### src/rtl/ps2_keyboard_rx_if.sv
// Make-code handshake between the PS/2 receiver and the key RAM.
// The receiver uses the master view; the consumer uses the slave view.
interface ps2_keyboard_rx_if;
    logic       rd_en;
    logic       key_valid;
    logic [7:0] key_code;
    logic [7:0] key_count;

    modport master (
        input  rd_en,
        output key_valid,
        output key_code,
        output key_count
    );

    modport slave (
        output rd_en,
        input  key_valid,
        input  key_code,
        input  key_count
    );
endinterface

### src/rtl/ps2_keyboard_rx.sv
// PS/2 keyboard receiver: framing, odd parity, F0/E0 filtering,
// and a small make-code FIFO feeding the scancode->ASCII key RAM.
module ps2_keyboard_rx #(
    parameter int FIFO_DEPTH  = 8,
    parameter int TIMEOUT_CYC = 50000
) (
    input  logic               clk,
    input  logic               rst,
    input  logic               ps2_clk,
    input  logic               ps2_data,
    input  logic               clear_err,
    ps2_keyboard_rx_if.master  kb,
    output logic               overflow,
    output logic               parity_err
);

    localparam int AW = $clog2(FIFO_DEPTH);
    localparam int PW = AW + 1;
    localparam int TW = $clog2(TIMEOUT_CYC);
    localparam logic [TW-1:0] TMO_LAST = TW'(TIMEOUT_CYC - 1);

    typedef enum logic [1:0] {
        IDLE,
        DATA,
        PARITY,
        STOP
    } state_t;

    // Synchronizers; idle-high reset so reset release never looks like a fall.
    logic clk_s1_q, clk_s2_q, clk_prev_q;
    logic dat_s1_q, dat_s2_q;
    logic fall;

    // FSM and frame assembly
    state_t        state_q, state_d;
    logic [2:0]    bit_idx_q, bit_idx_d;
    logic [7:0]    shift_q, shift_d;
    logic          par_q, par_d;
    logic [TW-1:0] tmo_q, tmo_d;
    logic          brk_q, brk_d;
    logic          ext_q, ext_d;
    logic          push_req_q, push_req_d;
    logic [7:0]    push_byte_q, push_byte_d;
    logic          frame_err;

    // FIFO and status
    logic [7:0]    mem_q [FIFO_DEPTH];
    logic [7:0]    mem_d [FIFO_DEPTH];
    logic [PW-1:0] wr_ptr_q, wr_ptr_d;
    logic [PW-1:0] rd_ptr_q, rd_ptr_d;
    logic [7:0]    count_q, count_d;
    logic          overflow_q, overflow_d;
    logic          parity_err_q, parity_err_d;
    logic          full, empty, pop, push_ok, drop;

    // Two-flop synchronizers plus previous-clock flop for edge detect.
    always_ff @(posedge clk or posedge rst) begin
        if (rst) begin
            clk_s1_q   <= 1'b1;
            clk_s2_q   <= 1'b1;
            clk_prev_q <= 1'b1;
            dat_s1_q   <= 1'b1;
            dat_s2_q   <= 1'b1;
        end else begin
            clk_s1_q   <= ps2_clk;
            clk_s2_q   <= clk_s1_q;
            clk_prev_q <= clk_s2_q;
            dat_s1_q   <= ps2_data;
            dat_s2_q   <= dat_s1_q;
        end
    end

    assign fall = clk_prev_q && !clk_s2_q;

    // Frame FSM state register and byte-filter flags.
    always_ff @(posedge clk or posedge rst) begin
        if (rst) begin
            state_q     <= IDLE;
            bit_idx_q   <= '0;
            shift_q     <= '0;
            par_q       <= 1'b0;
            tmo_q       <= '0;
            brk_q       <= 1'b0;
            ext_q       <= 1'b0;
            push_req_q  <= 1'b0;
            push_byte_q <= '0;
        end else begin
            state_q     <= state_d;
            bit_idx_q   <= bit_idx_d;
            shift_q     <= shift_d;
            par_q       <= par_d;
            tmo_q       <= tmo_d;
            brk_q       <= brk_d;
            ext_q       <= ext_d;
            push_req_q  <= push_req_d;
            push_byte_q <= push_byte_d;
        end
    end

    // Next-state: bit capture, frame check, break/extend filter, timeout.
    always_comb begin
        state_d     = state_q;
        bit_idx_d   = bit_idx_q;
        shift_d     = shift_q;
        par_d       = par_q;
        tmo_d       = tmo_q;
        brk_d       = brk_q;
        ext_d       = ext_q;
        push_req_d  = 1'b0;
        push_byte_d = push_byte_q;
        frame_err   = 1'b0;

        if (state_q == IDLE || fall) begin
            tmo_d = '0;
        end else begin
            tmo_d = tmo_q + TW'(1);
        end

        unique case (state_q)
            IDLE: begin
                if (fall && !dat_s2_q) begin
                    state_d   = DATA;
                    bit_idx_d = '0;
                end
            end
            DATA: begin
                if (fall) begin
                    shift_d   = {dat_s2_q, shift_q[7:1]};
                    bit_idx_d = bit_idx_q + 3'd1;
                    if (bit_idx_q == 3'd7) begin
                        state_d = PARITY;
                    end
                end
            end
            PARITY: begin
                if (fall) begin
                    par_d   = dat_s2_q;
                    state_d = STOP;
                end
            end
            STOP: begin
                if (fall) begin
                    state_d = IDLE;
                    if ((^{shift_q, par_q}) && dat_s2_q) begin
                        if (shift_q == 8'hE0) begin
                            ext_d = 1'b1;
                        end else if (shift_q == 8'hF0) begin
                            brk_d = 1'b1;
                        end else if (brk_q) begin
                            brk_d = 1'b0;
                            ext_d = 1'b0;
                        end else begin
                            ext_d       = 1'b0;
                            push_req_d  = 1'b1;
                            push_byte_d = shift_q;
                        end
                    end else begin
                        frame_err = 1'b1;
                    end
                end
            end
            default: state_d = IDLE;
        endcase

        // A stalled keyboard abandons the partial frame silently.
        if (state_q != IDLE && !fall && tmo_q == TMO_LAST) begin
            state_d = IDLE;
            tmo_d   = '0;
        end
    end

    // FIFO storage, pointers, key counter and sticky error flags.
    always_ff @(posedge clk or posedge rst) begin
        if (rst) begin
            for (int i = 0; i < FIFO_DEPTH; i++) begin
                mem_q[i] <= '0;
            end
            wr_ptr_q     <= '0;
            rd_ptr_q     <= '0;
            count_q      <= '0;
            overflow_q   <= 1'b0;
            parity_err_q <= 1'b0;
        end else begin
            mem_q        <= mem_d;
            wr_ptr_q     <= wr_ptr_d;
            rd_ptr_q     <= rd_ptr_d;
            count_q      <= count_d;
            overflow_q   <= overflow_d;
            parity_err_q <= parity_err_d;
        end
    end

    // FIFO control: a pop frees the slot for a same-cycle push when full.
    always_comb begin
        empty = (wr_ptr_q == rd_ptr_q);
        full  = (wr_ptr_q[AW] != rd_ptr_q[AW]) &&
                (wr_ptr_q[AW-1:0] == rd_ptr_q[AW-1:0]);

        pop     = kb.rd_en && !empty;
        push_ok = push_req_q && (!full || pop);
        drop    = push_req_q && full && !pop;

        mem_d    = mem_q;
        wr_ptr_d = wr_ptr_q;
        rd_ptr_d = rd_ptr_q;
        count_d  = count_q;

        if (push_ok) begin
            mem_d[wr_ptr_q[AW-1:0]] = push_byte_q;
            wr_ptr_d = wr_ptr_q + PW'(1);
            count_d  = count_q + 8'd1;
        end
        if (pop) begin
            rd_ptr_d = rd_ptr_q + PW'(1);
        end

        overflow_d   = (overflow_q && !clear_err) || drop;
        parity_err_d = (parity_err_q && !clear_err) || frame_err;
    end

    assign kb.key_valid = !empty;
    assign kb.key_code  = empty ? 8'h00 : mem_q[rd_ptr_q[AW-1:0]];
    assign kb.key_count = count_q;
    assign overflow     = overflow_q;
    assign parity_err   = parity_err_q;

endmodule

### src/flat_wrapper.sv
// flat-port wrapper written by rule: the top's interface ports become plain ports
module ps2_keyboard_rx_flat 
#(
    parameter int FIFO_DEPTH  = 8,
    parameter int TIMEOUT_CYC = 50000
)
  (clk, rst, ps2_clk, ps2_data, clear_err, overflow, parity_err, kb_rd_en, kb_key_valid, kb_key_code, kb_key_count);
  ps2_keyboard_rx_if kb_i ();
  input  logic clk;
  input  logic rst;
  input  logic ps2_clk;
  input  logic ps2_data;
  input  logic clear_err;
  output logic overflow;
  output logic parity_err;
  input wire logic [$bits(kb_i.rd_en)-1:0] kb_rd_en;
  output wire logic [$bits(kb_i.key_valid)-1:0] kb_key_valid;
  output wire logic [$bits(kb_i.key_code)-1:0] kb_key_code;
  output wire logic [$bits(kb_i.key_count)-1:0] kb_key_count;
  assign kb_i.rd_en = kb_rd_en;
  assign kb_key_valid = kb_i.key_valid;
  assign kb_key_code = kb_i.key_code;
  assign kb_key_count = kb_i.key_count;
  ps2_keyboard_rx #(.FIFO_DEPTH(FIFO_DEPTH), .TIMEOUT_CYC(TIMEOUT_CYC)) u_core (.clk(clk), .rst(rst), .ps2_clk(ps2_clk), .ps2_data(ps2_data), .clear_err(clear_err), .kb(kb_i), .overflow(overflow), .parity_err(parity_err));
endmodule
### config.mk
export PLATFORM = sky130hd
export DESIGN_NAME = ps2_keyboard_rx_flat
export DESIGN_NICKNAME = d
export VERILOG_FILES = /design/src/rtl/ps2_keyboard_rx_if.sv /design/src/rtl/ps2_keyboard_rx.sv /design/src/flat_wrapper.sv
export SDC_FILE = /design/constraint.sdc
export NUM_CORES = 1
export LEC_CHECK = 0
export BUFFER_PORTS_ARGS = -buffer_cell sky130_fd_sc_hd__buf_4
export CAP_MARGIN = 10
export CELL_PAD_IN_SITES_DETAIL_PLACEMENT = 1
export CELL_PAD_IN_SITES_GLOBAL_PLACEMENT = 1
export CORE_UTILIZATION = 54
export CTS_BUF_LIST = sky130_fd_sc_hd__clkbuf_8
export DETAILED_ROUTE_END_ITERATION = 8
export HOLD_SLACK_MARGIN = 0.12
export PLACE_DENSITY_LB_ADDON = 0.1
export SKIP_CTS_REPAIR_TIMING = 1
export SYNTH_ARGS = -nofsm -noshare
export SYNTH_HDL_FRONTEND = slang
export SYNTH_SLANG_ARGS = --single-unit
### constraint.sdc
create_clock -name clk -period 4.7 [get_ports clk]
set_input_delay 0.94 -clock clk [delete_from_list [all_inputs] [get_ports clk]]
set_output_delay 0.94 -clock clk [all_outputs]
set_load 0.01 [all_outputs]
==> qor.csv <==
metric,value,unit
DIE HEIGHT,106.0,µm
R2R Setup Slk,1.72,ns
die area,11250,µm²
period utilization,0.7493,
"Net Count, Synth",430,
Clock Latency Late Sink,0.45,ns
Synth area leader,dfrtp_1,
Max Buffers Root-to-Sink,2,
filler instances,984,
largest net degree at the start of global routing,128,
Synth top area share,0.5223,
Clock Tree Root,clkbuf_8,
Initial Util,0.5612,
initial antenna violation count,0,
GRT Total Usage,0.2413,
mean area per synthesized cell,14.12,µm²
Final Max Slew Viols,0,
Worst Path Max Fanout,18,
Worst Path Buf+Inv,2,
Post-synth EDFFs,0,
row count,37,
post-synthesis cell count,414,
NumNets Final,465,
RSZ-0062 raised after global routing,no,
first-iteration detailed-routing DRC count,137,
most frequent cells in the layout,"dfrtp_1 (122), mux2_2 (74), nor2_1 (33), buf_4 (26), xnor2_1 (20)",
Ports,25,
Seq. cell area,3184,µm²
clock skew,0.01058,ns
Async SR Flop Fraction,1.000,
Core Area,10420,µm²
H-tree Lvls,4,
layout cells sized above 1,0.3753,
Critical Path RT,3.76,ns
critical-path cell with the highest stage delay,dfrtp_1,
post-route ant nets,0,
synth top area cells,"dfrtp_1 (52%), mux2_2 (14%), mux4_2 (6.2%), xnor2_1 (3.0%), xor2_1 (2.4%)",
Antenna diodes,0,
Slew headroom,0.3130,
via count,3429,
total grt overflow,0,
worst path cell trace,"buf_4, mux4_2, mux2i_1, nor2_1, buf_4",
power per cell area,473.9,nW/µm²
cell family with most CP delay,flip-flops,
switching power,0.0009936,W
synth unique cells,49,
first-pass GRT wire length,20120,µm
area of the multi-input gates,2569,µm²
Seq pwr share,0.465,
"Cell Area, Synth",5846,µm²
Least-Margin Pin Slew,1.030,ns
Startpoint Class,flip-flop,
final WL,11900,µm
clock share of power,0.313,
routability congestion estimate,0.7365,
max_cap viols,0,
max frequency,284.0,MHz
Setup-failing EPs final,0,
Max IR drop VDD,0.3210,mV
total CTS buffers,17,
status,completed,
"leading cell type in the layout, fill and taps excluded",dfrtp_1,
Leakage,3.178,nW
post-DR vias/cell,5.744,
WP data arrival,2.58,ns
WL/cell,19.93,µm
crit path time final,3.522,ns
Combinational Power Share,0.222,
IO buf count,24,
clk sink count,127,
detailed-route DRC error count,0,
"Top FF cell, synth",dfrtp_1,
WS Path Type,reg2out,
vias in the first global route,3794,
Worst path max stage delay,1.03,ns
sw frac,0.3190,
DP Wirelength,7577,µm
Most common cell on crit path,buf_4,
Synthesis Warnings,0,
clock-pin slew on the worst setup and hold paths,0.08,ns
CTS tree,yes,
first-pass iteration count of the detailed router,4,
setup TNS,0,ns
Synth Register Bits,127,
Hold/Removal Path Class,reg2reg,
Int Power,0.002121,W
total power,0.003114,W
CP Capture Type,primary output,
Die X,106.0,µm
final hold violation count,0,
"Seq/Total Area, Yosys",0.5447,
area grow syn2layout,12.44,%
## path summary, 6_finish.rpt
check                                                from                           end  cells after the start
setup / recovery           u_core.rd_ptr_q[0]$_DFFE_PP0P_                kb_key_code[3]                      5
hold / removal                  u_core.dat_s1_q$_DFF_PP1_     u_core.dat_s2_q$_DFF_PP1_                      0
setup reg to reg           u_core.rd_ptr_q[0]$_DFFE_PP0P_  u_core.mem_q[22]$_DFFE_PP0P_                      5
hold reg to reg                 u_core.dat_s1_q$_DFF_PP1_     u_core.dat_s2_q$_DFF_PP1_                      0
max in group asynchronous                             rst  u_core.mem_q[23]$_DFFE_PP0P_                      3
min in group asynchronous                             rst  u_core.mem_q[46]$_DFFE_PP0P_                      3
## sequential cells by signal (all words and copies together), names as in the netlist, 2 cells and up
register	cells
u_core.kb.key_count	8
u_core.push_byte_q	8
u_core.wr_ptr_q	4
u_core.mem_q	64
u_core.tmo_q	16
u_core.bit_idx_q	3
u_core.shift_q	8
u_core.state_q	2
u_core.rd_ptr_q	4
## layout make-up
cell class              instances  share of cell area
inverters                       7            0.004378
multi-input cells             269              0.3908
flip-flops and latches        127              0.4845
repair buffers                 27             0.03274
well taps                     136             0.02589
clock buffers                  19             0.03979
clock inverters                12             0.02189
## stage by stage
step / instance area [µm²] / util / std cells / hold slack [ns] / worst slack [ns]
after floorplan: 5846 / - / 414 / 0.3452 / 0.3840
after global placement: 6167 / 0.5921 / 566 / 0.3458 / 1.613
after detailed placement: 6167 / 0.5921 / 566 / 0.3475 / 1.570
after CTS: 6573 / 0.6310 / 597 / 0.3579 / 1.074
after global routing: 6573 / 0.6310 / 597 / 0.3662 / 0.9331
final: 6573 / 0.6310 / 597 / 0.3570 / 1.178
## logic make-up (layout without fill, tap and decap cells)
kind of cell / Yosys count / after routing / share of synthesized area
buffers and inverters: 18 / 65 / 0.01584
multiplexers: 109 / 109 / 0.2442
AO/OA/AOI/OAI: 15 / 15 / 0.01991
flip-flops: 127 / 127 / 0.5447
adder cells (fa/ha/maj): 10 / 10 / 0.02140
AND/OR/NAND/NOR: 97 / 97 / 0.09332
XOR/XNOR: 38 / 38 / 0.06057
## layer usage
layer	global-route usage	vias up	wire length, µm	part of all wire
li1	-	1561	-	-
met1	0.2983	1811	5221	0.44
met2	0.4062	41	6162	0.52
met3	0.05886	16	302	0.025
met4	0.1012	0	214	0.018
met5	0	-	0	0
## Yosys cell counts, drive strengths merged (3+ instances only)
library cell / instances
nor3: 4
xor2: 16
inv: 7
buf: 7
nor2: 36
mux2i: 8
mux4: 16
o211ai: 4
mux2: 85
a22o: 3
dfstp: 5
nand3: 8
xnor2: 21
nor4b: 3
clkbuf: 4
nand3b: 3
nand4: 10
nand2: 14
ha: 10
and3: 7
dfrtp: 122
## power by group through the flow
stage / Clock [W] / Combinational [W] / Sequential, W
finish: 0.000974 / 0.000691 / 0.00145
global route: 0.00103 / 0.000766 / 0.00148
CTS: 0.000999 / 0.000703 / 0.00145
detailed placement: 0 / 0.000696 / 0.00147
global placement: 0 / 0.000664 / 0.00146
floorplan: 0 / 0.000651 / 0.00133
Note: power is estimated with default switching activity, not from simulation.
